`src/rtl/point_pkg.sv`:
```
// Shared types and constants for the four-digit BCD point counter.
package point_pkg;

  typedef logic [3:0] bcd_t;

  localparam bcd_t        BCD_MAX    = 4'd9;
  localparam bcd_t        BCD_MIN    = 4'd0;
  localparam int unsigned NUM_DIGITS = 4;

  // Bit positions of the buttons inside the packed synchronizer vectors.
  localparam int unsigned BTN_INC  = 0;
  localparam int unsigned BTN_DEC  = 1;
  localparam int unsigned BTN_CLR  = 2;
  localparam int unsigned NUM_BTNS = 3;

endpackage

```
`src/rtl/bcd_digit.sv`:
```
// One registered BCD digit with ripple carry-out and borrow-out for chaining.
module bcd_digit
  import point_pkg::*;
(
  input  logic clk,
  input  logic rst_n,
  input  logic clr,
  input  logic cin,
  input  logic bin,
  output bcd_t digit,
  output logic cout,
  output logic bout
);

  bcd_t digit_q, digit_d;

  always_comb begin
    digit_d = digit_q;
    if (clr) begin
      digit_d = BCD_MIN;
    end else if (cin) begin
      digit_d = (digit_q == BCD_MAX) ? BCD_MIN : digit_q + 4'd1;
    end else if (bin) begin
      digit_d = (digit_q == BCD_MIN) ? BCD_MAX : digit_q - 4'd1;
    end
  end

  always_ff @(posedge clk or negedge rst_n) begin
    if (!rst_n) begin
      digit_q <= BCD_MIN;
    end else begin
      digit_q <= digit_d;
    end
  end

  assign digit = digit_q;
  assign cout  = (digit_q == BCD_MAX) & cin;
  assign bout  = (digit_q == BCD_MIN) & bin;

endmodule

```
`src/rtl/point_counter.sv`:
```
// Four-digit BCD score counter driven by synchronized, edge-detected buttons.
// Define SCORE_WRAP_EN to wrap 9999<->0000 instead of saturating.
module point_counter
  import point_pkg::*;
#(
  parameter int unsigned SYNC_STAGES = 2
) (
  input  logic       clk,
  input  logic       rst_n,
  input  logic       btn_inc,
  input  logic       btn_dec,
  input  logic       btn_clr,
  output logic [3:0] score00,
  output logic [3:0] score01,
  output logic [3:0] score02,
  output logic [3:0] score03,
  output logic       at_max,
  output logic       at_zero
);

  logic [NUM_BTNS-1:0]                    btn_raw;
  logic [SYNC_STAGES-1:0][NUM_BTNS-1:0]   sync_q, sync_d;
  logic [NUM_BTNS-1:0]                    prev_q, prev_d;
  logic [NUM_BTNS-1:0]                    evt;

  assign btn_raw = {btn_clr, btn_dec, btn_inc};

  always_comb begin
    sync_d[0] = btn_raw;
    for (int unsigned i = 1; i < SYNC_STAGES; i++) begin
      sync_d[i] = sync_q[i-1];
    end
    prev_d = sync_q[SYNC_STAGES-1];
    evt    = sync_q[SYNC_STAGES-1] & ~prev_q;
  end

  always_ff @(posedge clk or negedge rst_n) begin
    if (!rst_n) begin
      sync_q <= '0;
      prev_q <= '0;
    end else begin
      sync_q <= sync_d;
      prev_q <= prev_d;
    end
  end

  logic clr_go, inc_go, dec_go;
  logic [NUM_DIGITS:0] carry, borrow;
  bcd_t digit [NUM_DIGITS];

  // Simultaneous inc and dec cancel; clear overrides both.
  always_comb begin
    clr_go = evt[BTN_CLR];
    inc_go = evt[BTN_INC] & ~evt[BTN_DEC] & ~clr_go;
    dec_go = evt[BTN_DEC] & ~evt[BTN_INC] & ~clr_go;
`ifdef SCORE_WRAP_EN
    carry[0]  = inc_go;
    borrow[0] = dec_go;
`else
    carry[0]  = inc_go & ~at_max;
    borrow[0] = dec_go & ~at_zero;
`endif
  end

  for (genvar g = 0; g < NUM_DIGITS; g++) begin : g_digit
    bcd_digit u_digit (
      .clk   (clk),
      .rst_n (rst_n),
      .clr   (clr_go),
      .cin   (carry[g]),
      .bin   (borrow[g]),
      .digit (digit[g]),
      .cout  (carry[g+1]),
      .bout  (borrow[g+1])
    );
  end

  // Chain outputs past the thousands digit only matter as wrap indicators.
  logic unused_chain_out;
  assign unused_chain_out = carry[NUM_DIGITS] | borrow[NUM_DIGITS];

  always_comb begin
    at_max  = 1'b1;
    at_zero = 1'b1;
    for (int unsigned i = 0; i < NUM_DIGITS; i++) begin
      at_max  = at_max  & (digit[i] == BCD_MAX);
      at_zero = at_zero & (digit[i] == BCD_MIN);
    end
  end

  assign score00 = digit[0];
  assign score01 = digit[1];
  assign score02 = digit[2];
  assign score03 = digit[3];

endmodule

```
`config.mk`:
```
export PLATFORM = sky130hd
export DESIGN_NAME = point_counter
export DESIGN_NICKNAME = d
export VERILOG_FILES = /design/src/rtl/point_pkg.sv /design/src/rtl/bcd_digit.sv /design/src/rtl/point_counter.sv
export SDC_FILE = /design/constraint.sdc
export NUM_CORES = 1
export LEC_CHECK = 0
export ABC_AREA = 1
export CORE_ASPECT_RATIO = 1.5
export CORE_MARGIN = 3
export CORE_UTILIZATION = 50
export DETAILED_ROUTE_END_ITERATION = 10
export GPL_ROUTABILITY_DRIVEN = 0
export PLACE_DENSITY = 0.84
export RECOVER_POWER = 100
export SKIP_CTS_REPAIR_TIMING = 1
export SLEW_MARGIN = 20
export SYNTH_ARGS = -nofsm -noshare
export SYNTH_HDL_FRONTEND = slang
export SYNTH_SLANG_ARGS = --single-unit
```
`constraint.sdc`:
```
create_clock -name clk -period 2.3 [get_ports clk]
set_clock_uncertainty 0.1 [all_clocks]
set_input_delay 0.575 -clock clk [delete_from_list [all_inputs] [get_ports clk]]
set_output_delay 0.575 -clock clk [all_outputs]
set_load 0.05 [all_outputs]
```
======== Word level (Yosys, flattened, before mapping) ========
Index checks and enable logic that the tools add are counted.
storage, ports and cells
  register bits ........................... 25
cells by class
  muxes and demuxes ....................... 20
  $add $sub $neg .......................... 8
  bitwise operators ....................... 25
  reductions and logical operators ........ 8
  eq/ne operators ......................... 4
operators with widths
  operator             number
  $mux 4               20
  $and 1x1->1          18
  $add 4x1->4 const B  4
  $eq 4x4->1 const B   4
  $logic_not 4->1      4
  $sub 4x1->4 const B  4
  $reduce_bool 3->1    4
  $not 1->1            5
  $and 3x3->3          1
  $not 3->3            1

======== Longest topological paths before layout ========
  word-level depth ........................ 12
  depth in mapped cells ................... 11
  gate-level depth less buffers ........... 11

======== By module ========
Synthesis repeated with hierarchy kept, for this count alone.
second synthesis, totals
  cells, all modules ...................... 280
  area, all modules ....................... 1971.9 µm²
modules (own cells, without submodules)
  module         instances  cells an instance  sequential area each (µm²)  area an instance (µm²)
  bcd_digit      4          58                 100.1                       396.6
  point_counter  1          48                 225.2                       385.4

======== Worst setup path after synthesis ========
No wires, ideal clock.
  path kind ............................... register -> output
  from .................................... register g_digit[1].u_digit.digit_q[3]
  to ...................................... output port at_max
  required time ........................... 1.625 ns
  stages on the path, launching flop included .. 7
  path buffers ............................ 0
  data arrival time ....................... 1.634 ns
  slack ................................... -0.009 ns
  cell sequence ........................... dfrtp_1 inv_1 nor2_4 nand2_4 nor2_8 nand2_4 inv_1
on the way
  word-level cells in the longest chain between the ends .. 4
ends and longest elaborated chain
  element                   RTL line             source
  from (decl)               bcd_digit.sv:15      bcd_t digit_q, digit_d;
  from (signal assigned)    bcd_digit.sv:32      digit_q <= digit_d;
  $eq 4x4->1                point_counter.sv:86  at_max = at_max & (digit[i] == BCD_MAX);
  $and 1x1->1 (3 in a row)  point_counter.sv:86
  to (decl)                 point_counter.sv:17  output logic at_max,
No other way between the ends.

======== Worst setup path in the final report ========
  from .................................... register g_digit[2].u_digit.digit_q[1]
  to ...................................... output port score02[1]
RTL lines
  element                 RTL line             source
  from (decl)             bcd_digit.sv:15
  from (signal assigned)  bcd_digit.sv:32
  to (decl)               point_counter.sv:15  output logic [3:0] score02,
No word-level cell between the ends.

==> summary.md <==
| Metric | Value |
|---|---|
| Crit path time final | 2.247 ns |
| CP Buf/Inv Count | 1 |
| Synth unique cells | 27 |
| WP data arrival | 1.57 ns |
| Worst path max stage delay | 0.84 ns |
| CTS tree | yes |
| FF-to-FF End | g_digit[2].u_digit.digit[1] |
| Worst slew pin tran | 0.4975 ns |
| Sequential area share after synthesis | 0.3539 |
| Reg2Reg Depth | 7 |
| Worst setup path start | g_digit[2].u_digit.digit[1] |
| Post-synthesis mux area share | 0 |
| Final period util | 0.9770 |
| Starting Density | 0.5383 |
| DP Worst Slack | 0.3093 ns |
| Ant. Diodes | 0 |
| Die area | 4300 sq um |
| Total Routing Usage GR | 0.1902 |
| H-Tree Depth | 1 |
| # rows | 25 |
| Hold Crit Class | reg -> reg |
| R2R Setup Slk | 0.18 ns |
| Post-route cell area | 2123 sq um |
| Clk slew on worst S/H paths | 0.09 ns |
| TritonCTS Sinks | 25 |
| Max cap viols | 0 |
| VDD IR max | 0.7307 mV |
| Root buf cell | clkbuf_8 |
| Max Fanout on Critical Path | 7 |
| Hold_sp | sync_d[5] |
| I/O Pins | 23 |
| Via density | 5.217 |
| Worst Setup EP | score02[1] |
| Yosys warnings | 0 |
| Synthesis-stage register bit count | 25 |
| Area growth from synthesis to layout | 20.10% |
| Peak Freq | 445.0 MHz |
| Complex-gate fraction of the synthesized area | 0.09837 |
| Cell area after synthesis | 1768 sq um |
| Worst Path Required | 1.62 ns |
| CP top delay family | buffers and inverters |
| Via count | 1659 |
| Post-Synth Adder-Cell Area | 0 |
| Crit-path cells | clkdlybuf4s50_1 |
| Worst-Skew Late Latency | 0.28 ns |
| Fill count | 295 |
| Crit end category | primary output |
| Longest Clk Path Bufs | 2 |
| Run status | finished clean |
| Core footprint | 3284 sq um |
| Mapped Avg Cell Area | 7.100 sq um |
| Detail Route Antenna Nets | 0 |
| PD cells | 923.3 nW/um^2 |
| GR Overflow Total | 0 |
| Die X | 54.55 um |
| Clock buffer count from CTS | 3 |
| Initial DRT Pass Iterations | 4 |
| Critical-path top delay cell | clkdlybuf4s50_1 |
| Final Net Count | 284 |
| Number of global-route vias before repair | 1523 |
| Xor/xnor cell area share of the yosys netlist | 0.004954 |
| First-pass GRT wire length | 6.299 mm |
| Syn Inst Count | 249 |
| Final max-slew violation count | 0 |
| RSZ-0062 raised after global routing | false |
| Leakage power | 0.001113 uW |
| Relative slew slack | 0.6673 |
| Final setup fails | 0 |
| Placed inst area | 2011 sq um |
| Worst-case hold slack | 0.2551 ns |
| Routed WL per cell | 11.85 um |
| Mapped Nets | 254 |
| DP Wirelength | 2.785 mm |
| Initial antenna violation count | 0 |
| Die H | 78.83 um |
| Synth Area in Simple Gates | 0.4515 |
| Final WL | 3.768 mm |
| Remaining DRCs | 0 |
| Fraction of layout cells with a size suffix above 1 | 0.2626 |
| PnR worst setup slack | 0.05286 ns |
| Largest family of logic cells by synthesized area | simple AND/OR/NAND/NOR gates |
| Port buffer count | 22 |
| Worst path depth | 1 |
| Crit path launch type | flop |
| Critical path type | reg -> out |
| Worst r2r src | prev_d[2] |
| Final Hold Vio Count | 0 |
| Largest net degree at the start of global routing | 26 |
| First DRT Iteration DRCs | 38 |
==> Yosys cell counts, drive strengths merged <==
cell type	instances	share of area
nand2	94	0.22
inv	33	0.070
nor2	28	0.099
dfrtp	25	0.35
o21ai	23	0.065
nand3	16	0.065
nand4	15	0.065
a21oi	5	0.021
buf	5	0.019
o211ai	2	0.0085
clkinv	1	0.0021
o21a	1	0.0042
xor2	1	0.0050
==> area by class of cell <==
type / instances / area, sq um / share of cell area
Clock buffer: 3 / 41.29 / 0.01945
Clock inverter: 1 / 8.758 / 0.004125
Inverter: 34 / 127.6 / 0.06011
Multi-Input combinational cell: 185 / 979.7 / 0.4614
Sequential cell: 25 / 638.1 / 0.3005
Tap cell: 40 / 50.05 / 0.02357
Timing Repair Buffer: 30 / 277.8 / 0.1308
==> routing by layer <==
| layer | global-route usage | share of wire | vias to the layer above |
|---|---|---|---|
| li1 | - | - | 860 |
| met1 | 0.2358 | 0.43 | 752 |
| met2 | 0.3249 | 0.52 | 38 |
| met3 | 0.02064 | 0.038 | 9 |
| met4 | 0.07232 | 0.019 | 0 |
| met5 | 0 | 0 | - |
==> cells in the final DEF, fill, tap and decap left out, types with 10 or more instances in the layout <==
cell	netlist	routed
nand4_1	13	14
o21ai_0	11	13
inv_1	26	26
o21ai_1	12	10
nor2_1	17	10
dfrtp_1	25	15
dfrtp_2	0	10
nor2_2	6	12
nand3_1	12	14
nand2_1	86	83
buf_4	1	17
==> logic make-up (layout without fill, tap and decap cells) <==
family	Yosys count	count (layout)
flops	25	25
xor+xnor	1	1
compound gates	31	31
buf+inv	39	68
simple gates	153	153
==> worst min path at each step <==
stage                                              to  slack [ns]  depth (start not counted)
after CTS                                   prev_d[2]        0.26                          0
final                                       prev_d[2]        0.26                          0
after global routing                        prev_d[2]        0.26                          0
after floorplan           g_digit[0].u_digit.digit[0]        0.18                          0
after global placement                      prev_d[2]        0.23                          0
after detailed placement                    prev_d[2]        0.23                          0
==> per-stage QoR <==
step	power, uW	setup TNS [ns]	util	cells
floorplan	1327	0	-	249
global placement	1603	0	0.6122	307
detailed placement	1627	0	0.6122	307
CTS	1905	-0.01234	0.6274	311
global route	2105	0	0.6465	318
finish	1960	0	0.6465	318
==> flip-flops by register name, summed over array words and instances, names as in the netlist <==
name / count
prev_q: 3
sync_d: 3
prev_d: 3
g_digit.u_digit.digit: 16
==> power breakdown <==
group / total (uW) / switching, uW / internal [uW]
sequential: 598 / 94.3 / 504
combinational: 1080 / 700 / 380
clock: 281 / 154 / 127
No activity file was read; power rests on OpenSTA's default activity.
